==> config.mk <==
export PLATFORM = sky130hd
export DESIGN_NAME = pwm_capture
export DESIGN_NICKNAME = d
export VERILOG_FILES = /design/src/rtl/pwm_capture_pkg.sv /design/src/rtl/pwm_capture_edge.sv /design/src/rtl/pwm_capture.sv
export SDC_FILE = /design/constraint.sdc
export NUM_CORES = 1
export LEC_CHECK = 0
export CAP_MARGIN = 20
export CORE_MARGIN = 2
export CORE_UTILIZATION = 50
export CTS_BUF_LIST = sky130_fd_sc_hd__clkbuf_8
export DETAILED_ROUTE_END_ITERATION = 7
export PLACE_DENSITY = 0.71
export SYNTH_ARGS = -nofsm -noshare
export SYNTH_HDL_FRONTEND = slang
export SYNTH_SLANG_ARGS = --single-unit
==> constraint.sdc <==
create_clock -name CLK -period 9.77 [get_ports CLK]
set_clock_uncertainty 0.15 [all_clocks]
set_input_delay 1.954 -clock CLK [delete_from_list [all_inputs] [get_ports CLK]]
set_output_delay 1.954 -clock CLK [all_outputs]
set_load 0.01 [all_outputs]
==> src/rtl/pwm_capture_pkg.sv <==
// pwm_capture_pkg: shared types and constants for the PWM capture block.
// Optional feature macro: PWM_CAPTURE_SYNC_EN (adds a 2-flop input synchronizer).
package pwm_capture_pkg;

  // Top-level control state: wait for a period boundary, then measure whole periods.
  typedef enum logic {
    ALIGN   = 1'b0,
    MEASURE = 1'b1
  } state_e;

  // Latency of the optional PWM_IN synchronizer, in clocks.
  localparam int unsigned SYNC_LAT = 2;

endpackage

==> src/rtl/pwm_capture_edge.sv <==
// pwm_capture_edge: conditions PWM_IN and produces the per-clock sample plus
// rise/fall strobes relative to the previous sample.
// With PWM_CAPTURE_SYNC_EN defined, PWM_IN first passes a SYNC_LAT-flop synchronizer.
module pwm_capture_edge
  import pwm_capture_pkg::*;
(
  input  logic clk,
  input  logic rst_n,
  input  logic pwm_in,
  output logic sample,
  output logic rise,
  output logic fall
);

`ifdef PWM_CAPTURE_SYNC_EN
  logic [SYNC_LAT-1:0] sync_q;

  // Shift PWM_IN through the synchronizer chain.
  // NOTE: clocked state uses non-blocking (<=) so every flop samples pre-edge values.
  always_ff @(posedge clk or negedge rst_n) begin
    if (!rst_n) begin
      sync_q <= '0;
    end else begin
      sync_q <= {sync_q[SYNC_LAT-2:0], pwm_in};
    end
  end

  assign sample = sync_q[SYNC_LAT-1];
`else
  assign sample = pwm_in;
`endif

  logic prev_q;

  // Remember the previous sample; reset treats it as low.
  always_ff @(posedge clk or negedge rst_n) begin
    if (!rst_n) begin
      prev_q <= 1'b0;
    end else begin
      prev_q <= sample;
    end
  end

  assign rise = sample & ~prev_q;
  assign fall = ~sample & prev_q;

endmodule

==> src/rtl/pwm_capture.sv <==
// pwm_capture: decodes rise time, fall time and high-sample count of a PWM
// waveform against a free-running period counter, one result per period.
// With PWM_CAPTURE_SYNC_EN defined, PWM_IN is synchronized and edge times are
// corrected by -SYNC_LAT mod CYCLE.
module pwm_capture
  import pwm_capture_pkg::*;
#(
  parameter int unsigned WIDTH = 13,
  parameter int unsigned CYCLE = 4096
) (
  input  logic             CLK,
  input  logic             RST_N,
  input  logic [WIDTH-1:0] TIME_CNT,
  input  logic             PWM_IN,
  output logic [WIDTH-1:0] RISE,
  output logic [WIDTH-1:0] FALL,
  output logic [WIDTH-1:0] DUTY,
  output logic             VALID,
  output logic             GLITCH,
  output logic             LOST
);

`ifdef PWM_CAPTURE_SYNC_EN
  localparam bit SYNC_EN = 1'b1;
`else
  localparam bit SYNC_EN = 1'b0;
`endif
  localparam int unsigned     EDGE_LAT = SYNC_EN ? SYNC_LAT : 0;
  localparam logic [WIDTH-1:0] LAST_T  = WIDTH'(CYCLE - 1);
  localparam logic [WIDTH-1:0] CYC_W   = WIDTH'(CYCLE);

  // Per-period accumulators; cleared at every period boundary.
  typedef struct packed {
    logic             rise_seen;
    logic [WIDTH-1:0] rise_t;
    logic             fall_seen;
    logic [WIDTH-1:0] fall_t;
    logic             glitch;
    logic [WIDTH-1:0] duty;
  } acc_t;

  state_e           state_q;
  acc_t             acc_q;
  acc_t             acc_n;
  logic [WIDTH-1:0] t_prev_q;
  logic             t_prev_vld_q;
  logic [WIDTH-1:0] t_exp;
  logic             discont;
  logic             is_last;
  logic [WIDTH-1:0] edge_t;
  logic [WIDTH-1:0] pub_rise;
  logic [WIDTH-1:0] pub_fall;
  logic             sample_s;
  logic             rise_s;
  logic             fall_s;

  pwm_capture_edge u_edge (
    .clk    (CLK),
    .rst_n  (RST_N),
    .pwm_in (PWM_IN),
    .sample (sample_s),
    .rise   (rise_s),
    .fall   (fall_s)
  );

  // A sample is continuous when it is the wrap-around successor of the last one.
  assign t_exp   = (t_prev_q == LAST_T) ? '0 : t_prev_q + 1'b1;
  assign discont = t_prev_vld_q && (TIME_CNT != t_exp);
  assign is_last = (TIME_CNT == LAST_T);

  // Edge time stamp, pulled back by the synchronizer latency when present.
  generate
    if (EDGE_LAT == 0) begin : g_no_corr
      assign edge_t = TIME_CNT;
    end else begin : g_corr
      assign edge_t = (TIME_CNT >= WIDTH'(EDGE_LAT)) ? TIME_CNT - WIDTH'(EDGE_LAT)
                                                     : TIME_CNT + WIDTH'(CYCLE - EDGE_LAT);
    end
  endgenerate

  // Fold the current sample into the accumulators and form the canonical result.
  // NOTE: every always_comb output gets a default first so no path infers a latch.
  always_comb begin
    acc_n    = acc_q;
    pub_rise = '0;
    pub_fall = '0;

    if (rise_s) begin
      if (acc_q.rise_seen) begin
        acc_n.glitch = 1'b1;
      end else begin
        acc_n.rise_seen = 1'b1;
        acc_n.rise_t    = edge_t;
      end
    end

    // A fall at time 0 is the tail of the previous period's pulse, not a new edge.
    if (fall_s && (edge_t != '0)) begin
      if (acc_q.fall_seen) begin
        acc_n.glitch = 1'b1;
      end else begin
        acc_n.fall_seen = 1'b1;
        acc_n.fall_t    = edge_t;
      end
    end

    if (sample_s && (acc_q.duty != CYC_W)) begin
      acc_n.duty = acc_q.duty + 1'b1;
    end

    if (acc_n.rise_seen) begin
      pub_rise = acc_n.rise_t;
      pub_fall = acc_n.fall_seen ? acc_n.fall_t : CYC_W;
    end else if (acc_n.fall_seen) begin
      pub_fall = acc_n.fall_t;
    end else if (sample_s) begin
      pub_fall = CYC_W;
    end
  end

  // Control FSM: align to the period, measure, publish at the boundary, drop on discontinuity.
  always_ff @(posedge CLK or negedge RST_N) begin
    if (!RST_N) begin
      state_q      <= ALIGN;
      acc_q        <= '0;
      t_prev_q     <= '0;
      t_prev_vld_q <= 1'b0;
      RISE         <= '0;
      FALL         <= '0;
      DUTY         <= '0;
      VALID        <= 1'b0;
      GLITCH       <= 1'b0;
      LOST         <= 1'b0;
    end else begin
      t_prev_q     <= TIME_CNT;
      t_prev_vld_q <= 1'b1;
      VALID        <= 1'b0;
      if (discont) begin
        LOST    <= 1'b1;
        state_q <= ALIGN;
        acc_q   <= '0;
      end else begin
        case (state_q)
          ALIGN: begin
            acc_q <= '0;
            if (is_last) begin
              state_q <= MEASURE;
            end
          end
          MEASURE: begin
            if (is_last) begin
              RISE   <= pub_rise;
              FALL   <= pub_fall;
              DUTY   <= acc_n.duty;
              GLITCH <= acc_n.glitch;
              VALID  <= 1'b1;
              acc_q  <= '0;
            end else begin
              acc_q <= acc_n;
            end
          end
        endcase
      end
    end
  end

endmodule

==> flow_results.xml, run 1 <==
<?xml version="1.0" encoding="UTF-8"?>
<metrics>
  <group name="place">
    <metric name="routabilityCongestion" unit="">0.877</metric>
    <metric name="dp_slack" unit="ps">4490</metric>
    <metric name="place.detailed.hpwl" unit="mm">6.67</metric>
    <metric name="numPortBuffers" unit="">57</metric>
    <metric name="numPlacedInstances" unit="">584</metric>
    <metric name="dpl_cell_area" unit="sq mm">0.00527</metric>
  </group>
  <group name="sta">
    <metric name="finalCritPeriodShare" unit="%">50.1</metric>
    <metric name="rsz0062_at_grt" unit="">no</metric>
    <metric name="hold_viol" unit="">0</metric>
    <metric name="worst_hold_slack" unit="ps">324</metric>
    <metric name="layout_min_cycle_time" unit="ps">4890</metric>
    <metric name="clock.fmax" unit="GHz">0.204</metric>
    <metric name="slew-limit-headroom" unit="%">34.9</metric>
    <metric name="finalMaxSlewViolations" unit="">0</metric>
    <metric name="final_critical_path_setup_slack" unit="ps">4880</metric>
    <metric name="setup_tns" unit="ps">0</metric>
    <metric name="tightestPinTransition" unit="ps">974</metric>
    <metric name="final-setup-viol-count" unit="">0</metric>
  </group>
  <group name="logic_synthesis">
    <metric name="post-synth-top-area-cell" unit="">sky130_fd_sc_hd__dfrtp_1</metric>
    <metric name="synthesis.area" unit="sq mm">0.00464</metric>
    <metric name="ys_warn_count" unit="">0</metric>
    <metric name="post_synth.cell_area_avg" unit="sq um">10.8</metric>
    <metric name="synth_enable_flop_cells" unit="">0</metric>
    <metric name="netlist_instances" unit="">431</metric>
    <metric name="seq_area_frac_synth" unit="%">53.9</metric>
    <metric name="ys_async_sr_fraction" unit="%">100</metric>
    <metric name="synth_nets" unit="">450</metric>
    <metric name="synthDominantCellAreaShare" unit="%">53.9</metric>
    <metric name="ys_top_cells_by_count" unit="">sky130_fd_sc_hd__dfrtp_1 (100), sky130_fd_sc_hd__nor2_1 (73), sky130_fd_sc_hd__mux2i_1 (51)</metric>
    <metric name="netlist_cell_types" unit="">48</metric>
    <metric name="synth_top_flop_cell" unit="">sky130_fd_sc_hd__dfrtp_1</metric>
    <metric name="synthesis_stage_register_bit_count" unit="">100</metric>
    <metric name="area_contributors_post_synth" unit="">sky130_fd_sc_hd__dfrtp_1 (54%), sky130_fd_sc_hd__mux2i_1 (11%), sky130_fd_sc_hd__nor2_1 (5.9%)</metric>
    <metric name="synth_most_common_cell" unit="">sky130_fd_sc_hd__dfrtp_1</metric>
  </group>
  <group name="grt">
    <metric name="antenna_found_initial" unit="">0</metric>
    <metric name="global_route_usage_over_all_layers" unit="%">20.7</metric>
    <metric name="maximum_number_of_pins_on_one_net_before_global_route_repair" unit="">76</metric>
    <metric name="first_pass_grt_wire_length" unit="mm">16.1</metric>
    <metric name="global_route.overflow_total" unit="">0</metric>
    <metric name="vias_in_the_first_global_route" unit="">3281</metric>
  </group>
  <group name="clock_tree">
    <metric name="number_of_clock_sinks" unit="">100</metric>
    <metric name="max-clock-path-buffers" unit="">2</metric>
    <metric name="cts.repair.resized" unit="">0</metric>
    <metric name="clk_latency" unit="ps">370</metric>
    <metric name="post-cts-setup-buffers" unit="">0</metric>
    <metric name="clkSlewWorstSetupHoldPaths" unit="ps">100</metric>
    <metric name="clock_tree.htree_level_count" unit="">3</metric>
    <metric name="clock-root-buffer" unit="">sky130_fd_sc_hd__clkbuf_8</metric>
    <metric name="cts_inserted_buffers" unit="">9</metric>
    <metric name="cts-hold-fix-buffers" unit="">0</metric>
    <metric name="cts_tree" unit="">yes</metric>
  </group>
  <group name="route">
    <metric name="drtAntennaViolNets" unit="">0</metric>
    <metric name="drt_iter0_drc" unit="">160</metric>
    <metric name="detail_route.wirelength" unit="mm">9.67</metric>
    <metric name="viasPerCell" unit="">5.44</metric>
    <metric name="via_count" unit="">3263</metric>
    <metric name="wire_per_inst" unit="um">16.1</metric>
    <metric name="dr.pass1.iters" unit="">4</metric>
    <metric name="drc_errors" unit="">0</metric>
  </group>
  <group name="setup_path">
    <metric name="critical-path-top-delay-family" unit="">buffers and inverters</metric>
    <metric name="end_kind" unit="">register</metric>
    <metric name="critPathKind" unit="">in -&gt; reg</metric>
    <metric name="worstPathBufferInverterCount" unit="">2</metric>
    <metric name="worst_path_largest_cell_delay" unit="ps">590</metric>
    <metric name="cp-start-kind" unit="">input port</metric>
    <metric name="worst-path-max-fanout" unit="">41</metric>
    <metric name="crit_path_cell_trace" unit="">clkdlybuf4s50_1 &gt; a22oi_1 &gt; o311ai_0 &gt; nor4_1 &gt; o2111ai_1 &gt; or4_4 &gt; a21oi_4 &gt; buf_4 &gt; mux2_1</metric>
    <metric name="cp_data_required_time" unit="ps">9870</metric>
    <metric name="arrival_time_at_the_worst_endpoint" unit="ps">4990</metric>
    <metric name="crit_path_top_delay_cell" unit="">sky130_fd_sc_hd__clkdlybuf4s50_1</metric>
  </group>
  <group name="die">
    <metric name="design.die.area" unit="sq mm">0.0101</metric>
    <metric name="initial_standard_cell_utilization_of_the_core" unit="%">50.9</metric>
    <metric name="placementRows" unit="">35</metric>
    <metric name="die_width" unit="um">100</metric>
    <metric name="die_h" unit="um">100</metric>
    <metric name="io_pins" unit="">58</metric>
    <metric name="placeableCoreArea" unit="sq mm">0.00911</metric>
  </group>
  <group name="final_layout">
    <metric name="fin_util" unit="%">59.9</metric>
    <metric name="final_cell_count_no_fill" unit="">600</metric>
    <metric name="nets" unit="">503</metric>
    <metric name="layout-area-overhead-vs-synth" unit="%">17.6</metric>
    <metric name="antenna_cells_inserted" unit="">0</metric>
    <metric name="drive_gt1_share" unit="%">6.34</metric>
    <metric name="stdcell_area" unit="sq mm">0.00546</metric>
  </group>
  <group name="power_and_ir_drop">
    <metric name="power.share.switching" unit="%">26.9</metric>
    <metric name="peakVddDrop" unit="mV">0.0676</metric>
    <metric name="comb_power_share" unit="%">7.2</metric>
    <metric name="pleak" unit="nW">2.44</metric>
    <metric name="clock_power_share" unit="%">35.3</metric>
    <metric name="power.net_switching" unit="mW">0.197</metric>
    <metric name="pwr_density_cell" unit="mW/mm^2">134</metric>
    <metric name="flop_pwr_share" unit="%">57.5</metric>
    <metric name="totalPowerFinal" unit="mW">0.733</metric>
    <metric name="internal-power" unit="mW">0.536</metric>
  </group>
  <group name="hold_path">
    <metric name="worstHoldPathType" unit="">reg -&gt; reg</metric>
  </group>
  <group name="run_status">
    <metric name="run_status" unit="">completed</metric>
  </group>
  <group name="run">
    <metric name="drv.max_cap_violation_count" unit="">0</metric>
  </group>
</metrics>
## power groups by stage
stage / registers (mW) / clock network, mW / logic (mW)
after floorplan: 0.427 / 0 / 0.0278
after global placement: 0.429 / 0 / 0.0515
after detailed placement: 0.429 / 0 / 0.0524
after CTS: 0.421 / 0.268 / 0.0528
after global routing: 0.422 / 0.282 / 0.0581
final: 0.421 / 0.259 / 0.0525
## cell type report
| class | instances | area [sq um] |
|---|---|---|
| Clock buffer | 9 | 124 |
| Clock inverter | 7 | 65.1 |
| Fill cell | 784 | 3650 |
| Inverter | 38 | 143 |
| Multi-Input combinational cell | 274 | 1890 |
| Sequential cell | 100 | 2500 |
| Tap cell | 111 | 139 |
| Timing Repair Buffer | 61 | 598 |
## cells by family (layout without fill, tap and decap cells)
family          count (synthesis)  in the layout  share of synthesized area [%]
other cells                     1              1                         0.0808
compound gates                 39             39                           6.04
xor+xnor                       25             25                           4.72
fa+ha+maj                       3              3                          0.809
mux                            65             65                           14.4
flops                         100            100                           53.9
simple gates                  141            141                           14.3
buf+inv                        57            115                           5.69
## path summary, 6_finish.rpt
path,startpoint,depth (start not counted),slack [ps],end
worst max-delay path,TIME_CNT[12],9,4880,RISE[10]$_DFFE_PN0P_
worst min-delay path,LOST$_DFFE_PN0N_,1,320,LOST$_DFFE_PN0N_
worst max register to register,t_prev_q[0]$_DFF_PN0_,10,6000,RISE[10]$_DFFE_PN0P_
worst min register to register,LOST$_DFFE_PN0N_,1,320,LOST$_DFFE_PN0N_
max in group asynchronous,RST_N,2,6910,RISE[10]$_DFFE_PN0P_
min in group asynchronous,RST_N,1,1320,acc_q[31]$_DFF_PN0_
## registers in the layout, indices dropped and copies added (netlist names)
register,cells
DUTY,13
FALL,13
GLITCH,1
LOST,1
RISE,13
VALID,1
acc_q,42
state_q,1
t_prev_q,13
t_prev_vld_q,1
u_edge.prev_q,1
## cells in the final DEF (no fill, tap or decap), types with 2 or more instances in the layout
cell type	n
sky130_fd_sc_hd__o21ai_0	4
sky130_fd_sc_hd__a21oi_1	8
sky130_fd_sc_hd__inv_8	3
sky130_fd_sc_hd__nor3_1	8
sky130_fd_sc_hd__a21o_1	12
sky130_fd_sc_hd__nor4_1	8
sky130_fd_sc_hd__inv_1	38
sky130_fd_sc_hd__buf_4	5
sky130_fd_sc_hd__nor4b_1	2
sky130_fd_sc_hd__nor2_1	73
sky130_fd_sc_hd__nand4_1	7
sky130_fd_sc_hd__mux2_1	13
sky130_fd_sc_hd__nand3_1	8
sky130_fd_sc_hd__clkbuf_8	9
sky130_fd_sc_hd__inv_6	2
sky130_fd_sc_hd__ha_1	3
sky130_fd_sc_hd__a211oi_1	2
sky130_fd_sc_hd__and3_1	3
sky130_fd_sc_hd__xor2_1	11
sky130_fd_sc_hd__mux2i_1	51
sky130_fd_sc_hd__dfrtp_1	100
sky130_fd_sc_hd__nand2_1	19
sky130_fd_sc_hd__or4_4	2
sky130_fd_sc_hd__clkdlybuf4s50_1	56
sky130_fd_sc_hd__xnor2_1	14
sky130_fd_sc_hd__or3_1	3
## per-layer routing
metal / routed length (um) / GRT usage, % / up-vias
li1: - / - / 1561
met3: 468 / 4.32 / 15
met5: 0 / 0 / -
met2: 4600 / 33.1 / 70
met1: 4410 / 28.4 / 1617
met4: 190 / 7.06 / 0
Note: power is estimated with default switching activity, not from simulation.
==> run 2, diff against run 1 <==
--- a/config.mk
+++ b/config.mk
@@ -10,7 +10,7 @@
 export CORE_UTILIZATION = 50
 export CTS_BUF_LIST = sky130_fd_sc_hd__clkbuf_8
 export DETAILED_ROUTE_END_ITERATION = 7
-export PLACE_DENSITY = 0.71
+export PLACE_DENSITY = 0.74
 export SYNTH_ARGS = -nofsm -noshare
 export SYNTH_HDL_FRONTEND = slang
 export SYNTH_SLANG_ARGS = --single-unit
==> constraint.sdc (replaced) <==
create_clock -name CLK -period 4.3 [get_ports CLK]
set_clock_uncertainty 0.15 [all_clocks]
set_input_delay 0.86 -clock CLK [delete_from_list [all_inputs] [get_ports CLK]]
set_output_delay 0.86 -clock CLK [all_outputs]
set_load 0.01 [all_outputs]
==> run 2 against run 1 <==
Against the previous run:
- hold slack got worse by 59 ps
- clock power rose to 2.5 times the previous value
- final area up 1.1%
- global-route usage is 0.15 points higher
- flip-flop and latch count is the same
- total power is 140% higher
- register-to-register slack worse by 5200 ps
- sequential share of layout area decreased by 0.48 points
- via count fell by 0.37%
- combinational power up 130%
- utilization is 0.63 points higher
- sequential power increased by 130%
- critical endpoint is now acc_q[27]$_DFF_PN0_
- largest cell class unchanged
- largest power group unchanged
==> flow_results.xml, run 2 (synthesis gave the netlist of run 1 again) <==
<?xml version="1.0" encoding="UTF-8"?>
<metrics>
  <group name="die">
    <metric name="design.die.area" unit="sq mm">0.0101</metric>
    <metric name="initial_standard_cell_utilization_of_the_core" unit="%">50.9</metric>
    <metric name="placeableCoreArea" unit="sq mm">0.00911</metric>
    <metric name="die_h" unit="um">100</metric>
    <metric name="placementRows" unit="">35</metric>
    <metric name="die_width" unit="um">100</metric>
    <metric name="io_pins" unit="">58</metric>
  </group>
  <group name="route">
    <metric name="drtAntennaViolNets" unit="">0</metric>
    <metric name="viasPerCell" unit="">5.40</metric>
    <metric name="detail_route.wirelength" unit="mm">9.74</metric>
    <metric name="drc_errors" unit="">0</metric>
    <metric name="wire_per_inst" unit="um">16.2</metric>
    <metric name="drt_iter0_drc" unit="">158</metric>
    <metric name="dr.pass1.iters" unit="">4</metric>
    <metric name="via_count" unit="">3251</metric>
  </group>
  <group name="sta">
    <metric name="rsz0062_at_grt" unit="">no</metric>
    <metric name="worst_hold_slack" unit="ps">265</metric>
    <metric name="final-setup-viol-count" unit="">0</metric>
    <metric name="finalMaxSlewViolations" unit="">0</metric>
    <metric name="tightestPinTransition" unit="ps">960</metric>
    <metric name="hold_viol" unit="">0</metric>
    <metric name="setup_tns" unit="ps">0</metric>
    <metric name="clock.fmax" unit="GHz">0.282</metric>
    <metric name="layout_min_cycle_time" unit="ps">3550</metric>
    <metric name="final_critical_path_setup_slack" unit="ps">749</metric>
    <metric name="slew-limit-headroom" unit="%">35.8</metric>
    <metric name="finalCritPeriodShare" unit="%">82.6</metric>
  </group>
  <group name="setup_path">
    <metric name="end_kind" unit="">register</metric>
    <metric name="critical-path-top-delay-family" unit="">compound AO/OA/AOI/OAI gates</metric>
    <metric name="crit_path_cell_trace" unit="">clkdlybuf4s50_1 &gt; a22oi_1 &gt; o311ai_0 &gt; nor4_1 &gt; o2111ai_1 &gt; or4_4 &gt; a211o_1 &gt; buf_4 &gt; a21oi_1</metric>
    <metric name="worstPathBufferInverterCount" unit="">2</metric>
    <metric name="worst-path-max-fanout" unit="">36</metric>
    <metric name="crit_path_top_delay_cell" unit="">sky130_fd_sc_hd__clkdlybuf4s50_1</metric>
    <metric name="cp_data_required_time" unit="ps">4430</metric>
    <metric name="worst_path_largest_cell_delay" unit="ps">580</metric>
    <metric name="reg2reg_slack" unit="ps">850</metric>
    <metric name="critPathKind" unit="">in -&gt; reg</metric>
    <metric name="timing.rr.start" unit="">t_prev_q[0]$_DFF_PN0_</metric>
    <metric name="r2r_end" unit="">acc_q[27]$_DFF_PN0_</metric>
    <metric name="arrival_time_at_the_worst_endpoint" unit="ps">3680</metric>
    <metric name="reg2reg_depth" unit="">10</metric>
    <metric name="cp-start-kind" unit="">input port</metric>
  </group>
  <group name="place">
    <metric name="routabilityCongestion" unit="">0.843</metric>
    <metric name="place.detailed.hpwl" unit="mm">6.80</metric>
    <metric name="numPortBuffers" unit="">57</metric>
    <metric name="dpl_cell_area" unit="sq mm">0.00530</metric>
    <metric name="numPlacedInstances" unit="">587</metric>
    <metric name="dp_slack" unit="ps">406</metric>
  </group>
  <group name="final_layout">
    <metric name="largest_reg_flops" unit="">42</metric>
    <metric name="antenna_cells_inserted" unit="">0</metric>
    <metric name="stdcell_area" unit="sq mm">0.00552</metric>
    <metric name="n_fill_cell" unit="">759</metric>
    <metric name="multi_input_comb_area" unit="sq mm">0.00189</metric>
    <metric name="layout-area-overhead-vs-synth" unit="%">18.8</metric>
    <metric name="nets" unit="">506</metric>
    <metric name="largest_register" unit="">acc_q</metric>
    <metric name="layout_commonest_cell" unit="">sky130_fd_sc_hd__dfrtp_1</metric>
    <metric name="commonest_non_fill_non_tap_cells_in_the_layout" unit="">sky130_fd_sc_hd__dfrtp_1 (100), sky130_fd_sc_hd__nor2_1 (73), sky130_fd_sc_hd__clkdlybuf4s50_1 (56), sky130_fd_sc_hd__mux2i_1 (51), sky130_fd_sc_hd__inv_1 (38)</metric>
    <metric name="final_cell_count_no_fill" unit="">602</metric>
    <metric name="drive_gt1_share" unit="%">6.72</metric>
    <metric name="final-seq-area" unit="sq mm">0.00250</metric>
    <metric name="fin_util" unit="%">60.5</metric>
  </group>
  <group name="power_and_ir_drop">
    <metric name="pleak" unit="nW">2.47</metric>
    <metric name="peakVddDrop" unit="mV">0.171</metric>
    <metric name="pwr_density_cell" unit="mW/mm^2">315</metric>
    <metric name="totalPowerFinal" unit="mW">1.73</metric>
  </group>
  <group name="clock_tree">
    <metric name="max-clock-path-buffers" unit="">2</metric>
    <metric name="cts-hold-fix-buffers" unit="">0</metric>
    <metric name="cts_tree" unit="">yes</metric>
    <metric name="cts.repair.resized" unit="">0</metric>
    <metric name="clkSlewWorstSetupHoldPaths" unit="ps">100</metric>
    <metric name="clock_tree.htree_level_count" unit="">3</metric>
    <metric name="cts_inserted_buffers" unit="">9</metric>
    <metric name="clk_latency" unit="ps">370</metric>
    <metric name="clock-root-buffer" unit="">sky130_fd_sc_hd__clkbuf_8</metric>
    <metric name="number_of_clock_sinks" unit="">100</metric>
    <metric name="post-cts-setup-buffers" unit="">0</metric>
  </group>
  <group name="grt">
    <metric name="maximum_number_of_pins_on_one_net_before_global_route_repair" unit="">45</metric>
    <metric name="groute.layer.met3.usage" unit="%">3.41</metric>
    <metric name="antenna_found_initial" unit="">0</metric>
    <metric name="vias_in_the_first_global_route" unit="">3307</metric>
    <metric name="gr-usage-met2" unit="%">33.0</metric>
    <metric name="grt_use_met1" unit="%">29.0</metric>
    <metric name="first_pass_grt_wire_length" unit="mm">16.4</metric>
    <metric name="global_route.overflow_total" unit="">0</metric>
    <metric name="global_route_usage_over_all_layers" unit="%">20.9</metric>
    <metric name="busiest_layer" unit="">met2</metric>
  </group>
  <group name="run">
    <metric name="drv.max_cap_violation_count" unit="">0</metric>
  </group>
  <group name="hold_path">
    <metric name="worstHoldPathType" unit="">in -&gt; async</metric>
  </group>
  <group name="run_status">
    <metric name="run_status" unit="">completed</metric>
  </group>
</metrics>
-- run 2: report_power, final --
group / internal (mW) / leakage [nW] / switching, mW / total [mW]
Clock: 0.326 / 0.109 / 0.331 / 0.657
Sequential: 0.947 / 1.22 / 0.0108 / 0.958
Combinational: 0.0448 / 1.14 / 0.0756 / 0.120
-- run 2: cell type report --
cell class,instances,share of cell area (%)
clock inverters,6,1.59
flip-flops and latches,100,45.4
clock buffers,9,2.25
repair buffers,64,11.5
well taps,111,2.52
multi-input cells,274,34.2
inverters,38,2.59
-- run 2: per-layer routing --
layer  vias to the layer above  share of wire, %
met5                         -                 0
met1                      1607                47
li1                       1561                 -
met3                        13               4.0
met4                         0               2.0
met2                        70                47
-- run 2: worst max-delay path by stage --
stage               depth (start not counted)  slack [ps]                    to          from
global route                                9         510   acc_q[27]$_DFF_PN0_   TIME_CNT[0]
CTS                                         9         780  RISE[11]$_DFFE_PN0P_   TIME_CNT[0]
global placement                            9         490  RISE[11]$_DFFE_PN0P_  TIME_CNT[12]
finish                                      9         750   acc_q[27]$_DFF_PN0_   TIME_CNT[0]
floorplan                                  10        1100  RISE[10]$_DFFE_PN0P_   TIME_CNT[4]
detailed placement                          9         410  RISE[11]$_DFFE_PN0P_   TIME_CNT[0]
==> run 3, diff against run 2 <==
==> constraint.sdc (replaced) <==
create_clock -name CLK -period 3.15 [get_ports CLK]
set_clock_uncertainty 0.15 [all_clocks]
set_input_delay 0.63 -clock CLK [delete_from_list [all_inputs] [get_ports CLK]]
set_output_delay 0.63 -clock CLK [all_outputs]
set_load 0.01 [all_outputs]
==> run 3 against run 2 <==
Against the previous run:
- sequential share of layout area decreased by 3.5 points
- setup slack lost 680 ps
- global-route usage is 1.7 points higher
- critical path depth up 1
- critical path type is now reg -> reg
- critical endpoint is now DUTY[3]$_DFFE_PN0P_
- largest cell class unchanged
==> flow_results.xml, run 3 (synthesis gave the netlist of run 1 again) <==
<?xml version="1.0" encoding="UTF-8"?>
<metrics>
  <group name="place">
    <metric name="dp_slack" unit="ps">-435</metric>
    <metric name="numPlacedInstances" unit="">619</metric>
    <metric name="place.detailed.hpwl" unit="mm">7.59</metric>
    <metric name="routabilityCongestion" unit="">0.864</metric>
    <metric name="numPortBuffers" unit="">57</metric>
  </group>
  <group name="grt">
    <metric name="antenna_found_initial" unit="">0</metric>
    <metric name="vias_in_the_first_global_route" unit="">3587</metric>
    <metric name="maximum_number_of_pins_on_one_net_before_global_route_repair" unit="">59</metric>
    <metric name="global_route_usage_over_all_layers" unit="%">22.6</metric>
    <metric name="global_route.overflow_total" unit="">0</metric>
    <metric name="first_pass_grt_wire_length" unit="mm">17.6</metric>
  </group>
  <group name="clock_tree">
    <metric name="clk_latency" unit="ps">370</metric>
    <metric name="clkSlewWorstSetupHoldPaths" unit="ps">90</metric>
    <metric name="cts_tree" unit="">yes</metric>
    <metric name="clock-root-buffer" unit="">sky130_fd_sc_hd__clkbuf_8</metric>
    <metric name="cts-hold-fix-buffers" unit="">0</metric>
    <metric name="clock_tree.htree_level_count" unit="">3</metric>
    <metric name="max-clock-path-buffers" unit="">2</metric>
    <metric name="number_of_clock_sinks" unit="">100</metric>
    <metric name="cts_inserted_buffers" unit="">9</metric>
  </group>
  <group name="sta">
    <metric name="rsz0062_at_grt" unit="">yes</metric>
    <metric name="clock.fmax" unit="GHz">0.325</metric>
    <metric name="layout_min_cycle_time" unit="ps">3080</metric>
    <metric name="slew-limit-headroom" unit="%">62.9</metric>
    <metric name="finalCritPeriodShare" unit="%">97.7</metric>
    <metric name="final_critical_path_setup_slack" unit="ps">73.0</metric>
    <metric name="hold_viol" unit="">0</metric>
    <metric name="finalMaxSlewViolations" unit="">0</metric>
    <metric name="tightestPinTransition" unit="ps">557</metric>
    <metric name="final-setup-viol-count" unit="">0</metric>
    <metric name="setup_tns" unit="ps">0</metric>
  </group>
  <group name="die">
    <metric name="die_h" unit="um">100</metric>
    <metric name="initial_standard_cell_utilization_of_the_core" unit="%">50.9</metric>
    <metric name="io_pins" unit="">58</metric>
    <metric name="placeableCoreArea" unit="sq mm">0.00911</metric>
    <metric name="placementRows" unit="">35</metric>
    <metric name="design.die.area" unit="sq mm">0.0101</metric>
    <metric name="die_width" unit="um">100</metric>
  </group>
  <group name="route">
    <metric name="drc_errors" unit="">0</metric>
    <metric name="wire_per_inst" unit="um">16.7</metric>
    <metric name="dr.pass1.iters" unit="">4</metric>
    <metric name="detail_route.wirelength" unit="mm">10.7</metric>
    <metric name="drt_iter0_drc" unit="">194</metric>
    <metric name="viasPerCell" unit="">5.41</metric>
    <metric name="drtAntennaViolNets" unit="">0</metric>
    <metric name="via_count" unit="">3459</metric>
  </group>
  <group name="setup_path">
    <metric name="crit_path_top_delay_cell" unit="">sky130_fd_sc_hd__or4_4</metric>
    <metric name="arrival_time_at_the_worst_endpoint" unit="ps">3210</metric>
    <metric name="r2r_end" unit="">DUTY[3]$_DFFE_PN0P_</metric>
    <metric name="worst_path_largest_cell_delay" unit="ps">540</metric>
    <metric name="cp-start-kind" unit="">register</metric>
    <metric name="worst-path-max-fanout" unit="">9</metric>
    <metric name="timing.rr.start" unit="">t_prev_q[0]$_DFF_PN0_</metric>
    <metric name="cp_data_required_time" unit="ps">3280</metric>
    <metric name="critPathKind" unit="">reg -&gt; reg</metric>
    <metric name="reg2reg_slack" unit="ps">70</metric>
    <metric name="reg2reg_depth" unit="">10</metric>
    <metric name="crit_path_cell_trace" unit="">ha_4 &gt; nand4_4 &gt; or4_4 &gt; o31ai_2 &gt; o2111ai_1 &gt; or4_4 &gt; a21oi_4 &gt; buf_12 &gt; buf_12 &gt; mux2i_1</metric>
    <metric name="end_kind" unit="">register</metric>
  </group>
  <group name="final_layout">
    <metric name="largest_reg_flops" unit="">42</metric>
    <metric name="largest_register" unit="">acc_q</metric>
    <metric name="final_cell_count_no_fill" unit="">639</metric>
    <metric name="n_fill_cell" unit="">744</metric>
    <metric name="layout_commonest_cell" unit="">sky130_fd_sc_hd__dfrtp_1</metric>
    <metric name="final-seq-area" unit="sq mm">0.00250</metric>
    <metric name="layout-area-overhead-vs-synth" unit="%">28.9</metric>
    <metric name="drive_gt1_share" unit="%">15.7</metric>
    <metric name="nets" unit="">542</metric>
    <metric name="multi_input_comb_area" unit="sq mm">0.00196</metric>
    <metric name="antenna_cells_inserted" unit="">0</metric>
    <metric name="commonest_non_fill_non_tap_cells_in_the_layout" unit="">sky130_fd_sc_hd__dfrtp_1 (99), sky130_fd_sc_hd__nor2_1 (73), sky130_fd_sc_hd__clkdlybuf4s50_1 (55), sky130_fd_sc_hd__mux2i_1 (50), sky130_fd_sc_hd__inv_1 (39)</metric>
  </group>
  <group name="run">
    <metric name="drv.max_cap_violation_count" unit="">0</metric>
  </group>
  <group name="run_status">
    <metric name="run_status" unit="">completed</metric>
  </group>
  <group name="hold_path">
    <metric name="worstHoldPathType" unit="">in -&gt; async</metric>
  </group>
  <group name="power_and_ir_drop">
    <metric name="pleak" unit="nW">2.69</metric>
    <metric name="pwr_density_cell" unit="mW/mm^2">405</metric>
    <metric name="peakVddDrop" unit="mV">0.218</metric>
  </group>
</metrics>
==> run 3: power breakdown <==
group,leakage [nW],switching (mW),internal [mW]
registers,1.22,0.0146,1.29
logic,1.35,0.112,0.0861
clock network,0.118,0.447,0.470
total,2.69,0.574,1.85
==> run 3: how the worst max path moves through the flow <==
stage                                from                    to  slack (ps)  cells after the start
CTS                 t_prev_q[0]$_DFF_PN0_   RISE[1]$_DFFE_PN0P_         -30                      9
global route        t_prev_q[0]$_DFF_PN0_   DUTY[3]$_DFFE_PN0P_         -50                     10
detailed placement            TIME_CNT[4]    GLITCH$_DFFE_PN0P_        -430                     11
finish              t_prev_q[0]$_DFF_PN0_   DUTY[3]$_DFFE_PN0P_          70                     10
floorplan           t_prev_q[0]$_DFF_PN0_  RISE[10]$_DFFE_PN0P_          70                      9
global placement              TIME_CNT[4]  RISE[11]$_DFFE_PN0P_        -260                     10
==> run 3: what timing repair did <==
item,in CTS,in global routing
setup endpoints to repair,69,69
gates resized for setup,3,20
setup buffers,1,1
pin swaps,3,0
cloned,1,1
==> run 3: per-stage QoR <==
stage	cell area [sq um]	utilization, %	total power, mW	hold slack (ps)
global placement	5610	61.6	1.52	303
global route	5980	65.7	2.51	128
floorplan	4640	-	1.41	184
CTS	5880	64.5	2.44	108
detailed placement	5610	61.6	1.52	312
finish	5980	65.7	2.42	93.6
==> run 3: critical path, delay by kind of cell, from the launching register on <==
family	cells	cell delay (ps)
mux	1	220
flops	1	410
simple gates	3	1160
fa+ha+maj	1	180
compound gates	3	540
buf+inv	2	330
==> run 3: cell type report <==
| type | instances | share of cell area, % |
|---|---|---|
| Clock inverter | 6 | 1.44 |
| Tap cell | 111 | 2.32 |
| Sequential cell | 100 | 41.8 |
| Inverter | 38 | 2.38 |
| Multi-Input combinational cell | 274 | 32.8 |
| Clock buffer | 10 | 2.30 |
| Timing Repair Buffer | 100 | 16.9 |
==> run 3: per-layer routing <==
metal | vias to the layer above | GRT usage [%] | part of all wire [%]
met5 | - | 0 | 0
met4 | 0 | 7.38 | 1.7
met3 | 18 | 3.69 | 3.5
met2 | 76 | 37.8 | 50
met1 | 1730 | 30.3 | 45
li1 | 1635 | - | -
